File: src/rtl/char_writer.sv
// char_writer: VT52-subset front end for the 16x64 character buffer.
// It takes host bytes and turns them into one-byte-per-cycle buffer writes.
// It tracks the cursor and a hardware-scroll offset (first_line) for the video reader.
//
// Ports:
//   clk, reset_n        clock and synchronous active-low reset
//   data_in/data_valid  incoming byte stream
//   ready               byte is taken when data_valid && ready
//   buf_waddr/din/we    buffer write port, addr = {phys_row, col}
//   cursor_x/cursor_y   cursor column 0..63 and logical row 0..15
//   first_line          physical row displayed as logical row 0
module char_writer #(
    parameter logic [7:0] FILL_CHAR      = 8'h20,
    parameter bit         CLEAR_ON_RESET = 1'b1
) (
    input  logic       clk,
    input  logic       reset_n,
    input  logic [7:0] data_in,
    input  logic       data_valid,
    output logic       ready,
    output logic [9:0] buf_waddr,
    output logic [7:0] buf_din,
    output logic       buf_we,
    output logic [5:0] cursor_x,
    output logic [3:0] cursor_y,
    output logic [3:0] first_line
);

    localparam int unsigned COL_W  = 6;
    localparam int unsigned ROW_W  = 4;
    localparam int unsigned ADDR_W = ROW_W + COL_W;

    localparam logic [COL_W-1:0] COL_MAX = COL_W'(63);
    localparam logic [ROW_W-1:0] ROW_MAX = ROW_W'(15);

    typedef enum logic [2:0] {
        S_IDLE,
        S_ESC,
        S_ESC_Y_ROW,
        S_ESC_Y_COL,
        S_CLEAR
    } state_t;

    state_t             state_q, state_d;
    logic [ROW_W-1:0]   row_q, row_d;
    logic [ADDR_W-1:0]  clr_addr_q, clr_addr_d;
    logic [ADDR_W-1:0]  clr_end_q, clr_end_d;

    logic [COL_W-1:0]   x_d;
    logic [ROW_W-1:0]   y_d;
    logic [ROW_W-1:0]   fl_d;
    logic               ready_d;
    logic [ADDR_W-1:0]  waddr_d;
    logic [7:0]         din_d;
    logic               we_d;

    logic               accept;
    logic [ROW_W-1:0]   phys_cur;
    logic [6:0]         tab_sum;
    logic [COL_W-1:0]   tab_x;
    logic [7:0]         yoff;
    logic [ROW_W-1:0]   row_sat;
    logic [COL_W-1:0]   col_sat;

    // Byte-derived helpers: tab stop and saturated ESC Y coordinates.
    always_comb begin
        accept   = data_valid && (state_q != S_CLEAR);
        phys_cur = cursor_y + first_line;
        tab_sum  = {1'b0, cursor_x | COL_W'(7)} + 7'd1;
        tab_x    = tab_sum[6] ? COL_MAX : tab_sum[5:0];
        yoff     = data_in - 8'h20;
        if (data_in < 8'h20) begin
            row_sat = '0;
            col_sat = '0;
        end else begin
            row_sat = (yoff > 8'd15) ? ROW_MAX : yoff[3:0];
            col_sat = (yoff > 8'd63) ? COL_MAX : yoff[5:0];
        end
    end

    // Next-state and registered-output logic.
    always_comb begin
        state_d    = state_q;
        row_d      = row_q;
        clr_addr_d = clr_addr_q;
        clr_end_d  = clr_end_q;
        x_d        = cursor_x;
        y_d        = cursor_y;
        fl_d       = first_line;
        we_d       = 1'b0;
        waddr_d    = buf_waddr;
        din_d      = buf_din;

        case (state_q)
            S_IDLE: begin
                if (accept) begin
                    if (data_in >= 8'h20 && data_in <= 8'h7E) begin
                        we_d    = 1'b1;
                        waddr_d = {phys_cur, cursor_x};
                        din_d   = data_in;
                        if (cursor_x != COL_MAX) x_d = cursor_x + COL_W'(1);
                    end else begin
                        case (data_in)
                            8'h0D: x_d = '0;
                            8'h0A: begin
                                if (cursor_y != ROW_MAX) begin
                                    y_d = cursor_y + ROW_W'(1);
                                end else begin
                                    // Scroll up: bottom logical row now maps to the old top row.
                                    fl_d       = first_line + ROW_W'(1);
                                    clr_addr_d = {ROW_MAX, COL_W'(0)};
                                    clr_end_d  = {ROW_MAX, COL_MAX};
                                    state_d    = S_CLEAR;
                                end
                            end
                            8'h08: if (cursor_x != '0) x_d = cursor_x - COL_W'(1);
                            8'h09: x_d = tab_x;
                            8'h1B: state_d = S_ESC;
                            default: ;
                        endcase
                    end
                end
            end

            S_ESC: begin
                if (accept) begin
                    state_d = S_IDLE;
                    case (data_in)
                        8'h41: if (cursor_y != '0) y_d = cursor_y - ROW_W'(1);
                        8'h42: if (cursor_y != ROW_MAX) y_d = cursor_y + ROW_W'(1);
                        8'h43: if (cursor_x != COL_MAX) x_d = cursor_x + COL_W'(1);
                        8'h44: if (cursor_x != '0) x_d = cursor_x - COL_W'(1);
                        8'h48: begin
                            x_d = '0;
                            y_d = '0;
                        end
                        8'h49: begin
                            if (cursor_y != '0) begin
                                y_d = cursor_y - ROW_W'(1);
                            end else begin
                                // Scroll down: blank the row that becomes logical row 0.
                                fl_d       = first_line - ROW_W'(1);
                                clr_addr_d = {ROW_W'(0), COL_W'(0)};
                                clr_end_d  = {ROW_W'(0), COL_MAX};
                                state_d    = S_CLEAR;
                            end
                        end
                        8'h4A: begin
                            clr_addr_d = {cursor_y, cursor_x};
                            clr_end_d  = {ROW_MAX, COL_MAX};
                            state_d    = S_CLEAR;
                        end
                        8'h4B: begin
                            clr_addr_d = {cursor_y, cursor_x};
                            clr_end_d  = {cursor_y, COL_MAX};
                            state_d    = S_CLEAR;
                        end
                        8'h59: state_d = S_ESC_Y_ROW;
                        default: ;
                    endcase
                end
            end

            S_ESC_Y_ROW: begin
                if (accept) begin
                    row_d   = row_sat;
                    state_d = S_ESC_Y_COL;
                end
            end

            S_ESC_Y_COL: begin
                if (accept) begin
                    y_d     = row_q;
                    x_d     = col_sat;
                    state_d = S_IDLE;
                end
            end

            S_CLEAR: begin
                // Logical counter; physical row follows the current scroll offset.
                we_d    = 1'b1;
                waddr_d = {clr_addr_q[ADDR_W-1:COL_W] + first_line, clr_addr_q[COL_W-1:0]};
                din_d   = FILL_CHAR;
                if (clr_addr_q == clr_end_q) begin
                    state_d = S_IDLE;
                end else begin
                    clr_addr_d = clr_addr_q + ADDR_W'(1);
                end
            end

            default: state_d = S_IDLE;
        endcase

        ready_d = (state_d != S_CLEAR);
    end

    // State and output registers with synchronous reset.
    always_ff @(posedge clk) begin
        if (!reset_n) begin
            state_q    <= CLEAR_ON_RESET ? S_CLEAR : S_IDLE;
            ready      <= !CLEAR_ON_RESET;
            row_q      <= '0;
            clr_addr_q <= '0;
            clr_end_q  <= '1;
            cursor_x   <= '0;
            cursor_y   <= '0;
            first_line <= '0;
            buf_we     <= 1'b0;
            buf_waddr  <= '0;
            buf_din    <= '0;
        end else begin
            state_q    <= state_d;
            ready      <= ready_d;
            row_q      <= row_d;
            clr_addr_q <= clr_addr_d;
            clr_end_q  <= clr_end_d;
            cursor_x   <= x_d;
            cursor_y   <= y_d;
            first_line <= fl_d;
            buf_we     <= we_d;
            buf_waddr  <= waddr_d;
            buf_din    <= din_d;
        end
    end

endmodule

File: config.mk
export PLATFORM = sky130hd
export DESIGN_NAME = char_writer
export DESIGN_NICKNAME = d
export VERILOG_FILES = /design/src/rtl/char_writer.sv
export SDC_FILE = /design/constraint.sdc
export NUM_CORES = 1
export LEC_CHECK = 0
export ABC_AREA = 1
export CORE_AREA = 2 2 108 110
export CTS_CLUSTER_DIAMETER = 50
export DETAILED_ROUTE_END_ITERATION = 16
export DIE_AREA = 0 0 110 112
export DONT_BUFFER_PORTS = 1
export MAX_ROUTING_LAYER = met4
export PLACE_DENSITY = 0.49
export SLEW_MARGIN = 0
export SYNTH_ARGS = -nofsm -noshare
export SYNTH_HDL_FRONTEND = slang
export SYNTH_SLANG_ARGS = --single-unit
export TNS_END_PERCENT = 50
File: constraint.sdc
create_clock -name clk -period 3.6 [get_ports clk]
set_input_delay 0.54 -clock clk [delete_from_list [all_inputs] [get_ports clk]]
set_output_delay 0.54 -clock clk [all_outputs]
set_load 0.02 [all_outputs]
==> impl_metrics.tcl <==
set metrics [dict create \
    yosys.cell_types.count 40 \
    post-synth-top-count-cell "nand2_1" \
    power.density_mw_per_mm2 383 \
    worst_setup_path_end_kind "flop" \
    p_total_w 0.00172 \
    final_net_count 705 \
    leakagePower_nw 2.11 \
    dp_hpwl_um 9980 \
    skew_ns 0.00830 \
    clock-sinks 55 \
    drive_gt1_share_pct 10.2 \
    synth_seq_cells 55 \
    clk_latency_ns 0.31 \
    die-area_mm2 0.0123 \
    slowest_delay_ns 0.42 \
    path_clk_slew_ns 0.08 \
    required_ns 3.82 \
    first_iter_violations 240 \
    syn_avg_cell_area_um2 6.22 \
    drc_errors 0 \
    tns_ns 0 \
    max_freq_mhz 413 \
    cts_hold_buf 0 \
    critical_path.cell_chain "nor2_4, nand2_2, o21ai_0, ha_1, nand3_1, nand2_1, or2_2, nand2_1, xnor2_1, nand2_1, nand2_1, nor2_1" \
    die_h_um 112 \
    r2r_cells 12 \
    post-route-period-util_pct 67.3 \
    worst_pin_slew_ns 0.716 \
    gp_congestion 0.951 \
    synth_common_cells "nand2_1 (171), nor2_1 (118), o21ai_0 (57)" \
    synth.area.top_cells "dfxtp_1 (26%), nand2_1 (15%), nor2_1 (10%)" \
    hold_viol_final 0 \
    reg2reg_slack_ns 1.18 \
    setup.worst_path.start_class "flop" \
    synth_flop_cell "dfxtp_1" \
    routed_wl_um 13000 \
    grt_first_pass_wirelength_um 21100 \
    initial_core_util_pct 38.2 \
    die_x_um 110 \
    synth_warnings 0 \
    synthCells 685 \
    port-buffer-count 0 \
    cts_tree "yes" \
    clk_path_buf_depth 2 \
    grt_max_degree 37 \
    diodes 0 \
    status "finished, final reports clean" \
    first_global_vias 4020 \
    whs_path_depth 2 \
    drt_first_pass_iters 5 \
    rsz0062_at_grt "no" \
    reg2reg_from "state_q[1]" \
    antenna_found_initial 0 \
    yosysTopAreaCellShare_pct 25.8 \
    whs_endpoint "clr_addr_q[3]" \
    wl_per_cell_um 15.9 \
    rows 39 \
    syn_area_mm2 0.00426 \
    layout_min_cycle_time_ns 2.42 \
    slew_violations 0 \
    critPathSlowestCell "o21ai_0" \
    ys_seq_area_share_pct 25.8 \
    setup_violations 0 \
    maxSlewHeadroom_pct 52.2 \
    cp_max_fo 19 \
    ir_drop_uv 202 \
    dr_total_vias 4227 \
    clock-root-buffer "clkbuf_16" \
    grt-ovfl-total 0 \
    final_antenna_net_count 0 \
    cts_buffers 5 \
    holdCritStartpoint "reset_n" \
    postCtsResizedCells 0 \
    area_delta_synth_final_pct 5.49 \
    syn_nets 714 \
    synthArstFlopShare_pct 0 \
    critPathArrivalTime_ns 2.64 \
    path_class "reg2reg" \
    fin_util_pct 40.3 \
    hold_class "in2reg" \
    io_pins 45 \
    max-cap-violations 0 \
    r2r_end "buf_waddr[9]" \
    h-tree-depth 2 \
    routed_via_density 5.15 \
    synth_edf_count 0 \
    grt_util_all_layers_pct 22.9 \
    fp.coreArea_mm2 0.0112 \
    cpMostUsedCell "nand2_1" \
    cts_setup_buffers 0 \
    synth_area_leader_cell "dfxtp_1" \
]
state kept, by name, indices dropped and copies added, names as in the netlist:
register / count
cursor_x: 6
cursor_y: 4
clr_end_q: 4
ready: 1
buf_waddr: 10
state_q: 3
clr_addr_q: 10
buf_din: 8
first_line: 4
buf_we: 1
row_q: 4
layout make-up:
cell class                      count  area (um2)
Multi-Input combinational cell    546        2810
Fill cell                        1232        6680
Clock buffer                        5         125
Tap cell                          143         179
Clock inverter                      3        22.5
Timing Repair Buffer                2        15.0
Inverter                           66         248
Sequential cell                    55        1100
logic make-up (layout without fill, tap and decap cells):
| kind of cell | Yosys count | in the layout | share of synthesized area (%) |
|---|---|---|---|
| XOR/XNOR | 12 | 12 | 2.46 |
| AO/OA/AOI/OAI | 112 | 112 | 14.6 |
| adder cells (fa/ha/maj) | 18 | 18 | 5.63 |
| flip-flops | 55 | 55 | 25.8 |
| buffers and inverters | 84 | 76 | 8.33 |
| AND/OR/NAND/NOR | 404 | 404 | 43.2 |
layout by cell type, fill, tap and decap left out, types with 2 or more instances in the layout:
| cell | synthesis | routed |
|---|---|---|
| xnor2_1 | 7 | 7 |
| nand4_1 | 8 | 8 |
| fa_1 | 2 | 2 |
| clkinv_1 | 2 | 2 |
| nor3_1 | 13 | 13 |
| o21ai_0 | 57 | 57 |
| nand2_4 | 3 | 3 |
| nor2_2 | 13 | 13 |
| buf_4 | 2 | 2 |
| xor2_1 | 5 | 5 |
| a22oi_1 | 2 | 2 |
| nand2_1 | 171 | 171 |
| dfxtp_1 | 55 | 55 |
| inv_2 | 9 | 9 |
| o211ai_1 | 5 | 5 |
| ha_1 | 16 | 16 |
| a21oi_2 | 6 | 6 |
| nand4_2 | 2 | 2 |
| nor2_1 | 118 | 118 |
| nor2_4 | 8 | 8 |
| inv_1 | 55 | 55 |
| nand2_2 | 12 | 12 |
| clkbuf_16 | 0 | 5 |
| nand3_1 | 48 | 48 |
| o21ai_1 | 6 | 6 |
| a21oi_1 | 28 | 28 |
| a31oi_1 | 6 | 6 |
worst max path at each step:
stage | from | slack, ns | end | cells after the start
2_1_floorplan | state_q[1] | 1.35 | buf_waddr[9] | 13
3_3_place_gp | state_q[1] | 1.29 | buf_waddr[9] | 12
3_5_place_dp | state_q[1] | 1.23 | buf_waddr[9] | 12
4_1_cts | state_q[1] | 1.17 | buf_waddr[9] | 12
5_1_grt | state_q[1] | 0.90 | buf_waddr[9] | 12
6_report | state_q[1] | 1.18 | buf_waddr[9] | 12
power breakdown:
group	switching (W)	internal (W)	leakage, nW	total, W
clock	0.000261	0.000262	0.0742	0.000523
sequential	0.000112	0.000663	0.450	0.000775
combinational	0.000282	0.000144	1.59	0.000426
through the flow:
step                      setup slack (ns)  std cells  area [um2]  hold WS, ns
after global routing                 0.897        820        4500        0.324
after global placement                1.29        812        4350        0.462
after CTS                             1.17        820        4500        0.304
after floorplan                       1.35        685        4260        0.445
after detailed placement              1.23        812        4350        0.474
final                                 1.18        820        4500        0.340
critical path, delay by kind of cell, from the launching register on:
kind	cells	cell delay, ns
AND/OR/NAND/NOR	9	1.09
AO/OA/AOI/OAI	1	0.42
flip-flops	1	0.39
adder cells (fa/ha/maj)	1	0.31
XOR/XNOR	1	0.11
layer usage:
metal / global-route usage, % / routed length [um] / up-vias
met4: 6.41 / 206 / 0
met5: - / 0 / -
met1: 29.6 / 6090 / 1930
met2: 35.7 / 6130 / 89
met3: 4.98 / 580 / 16
li1: - / - / 2192
No activity file was read; power rests on OpenSTA's default activity.
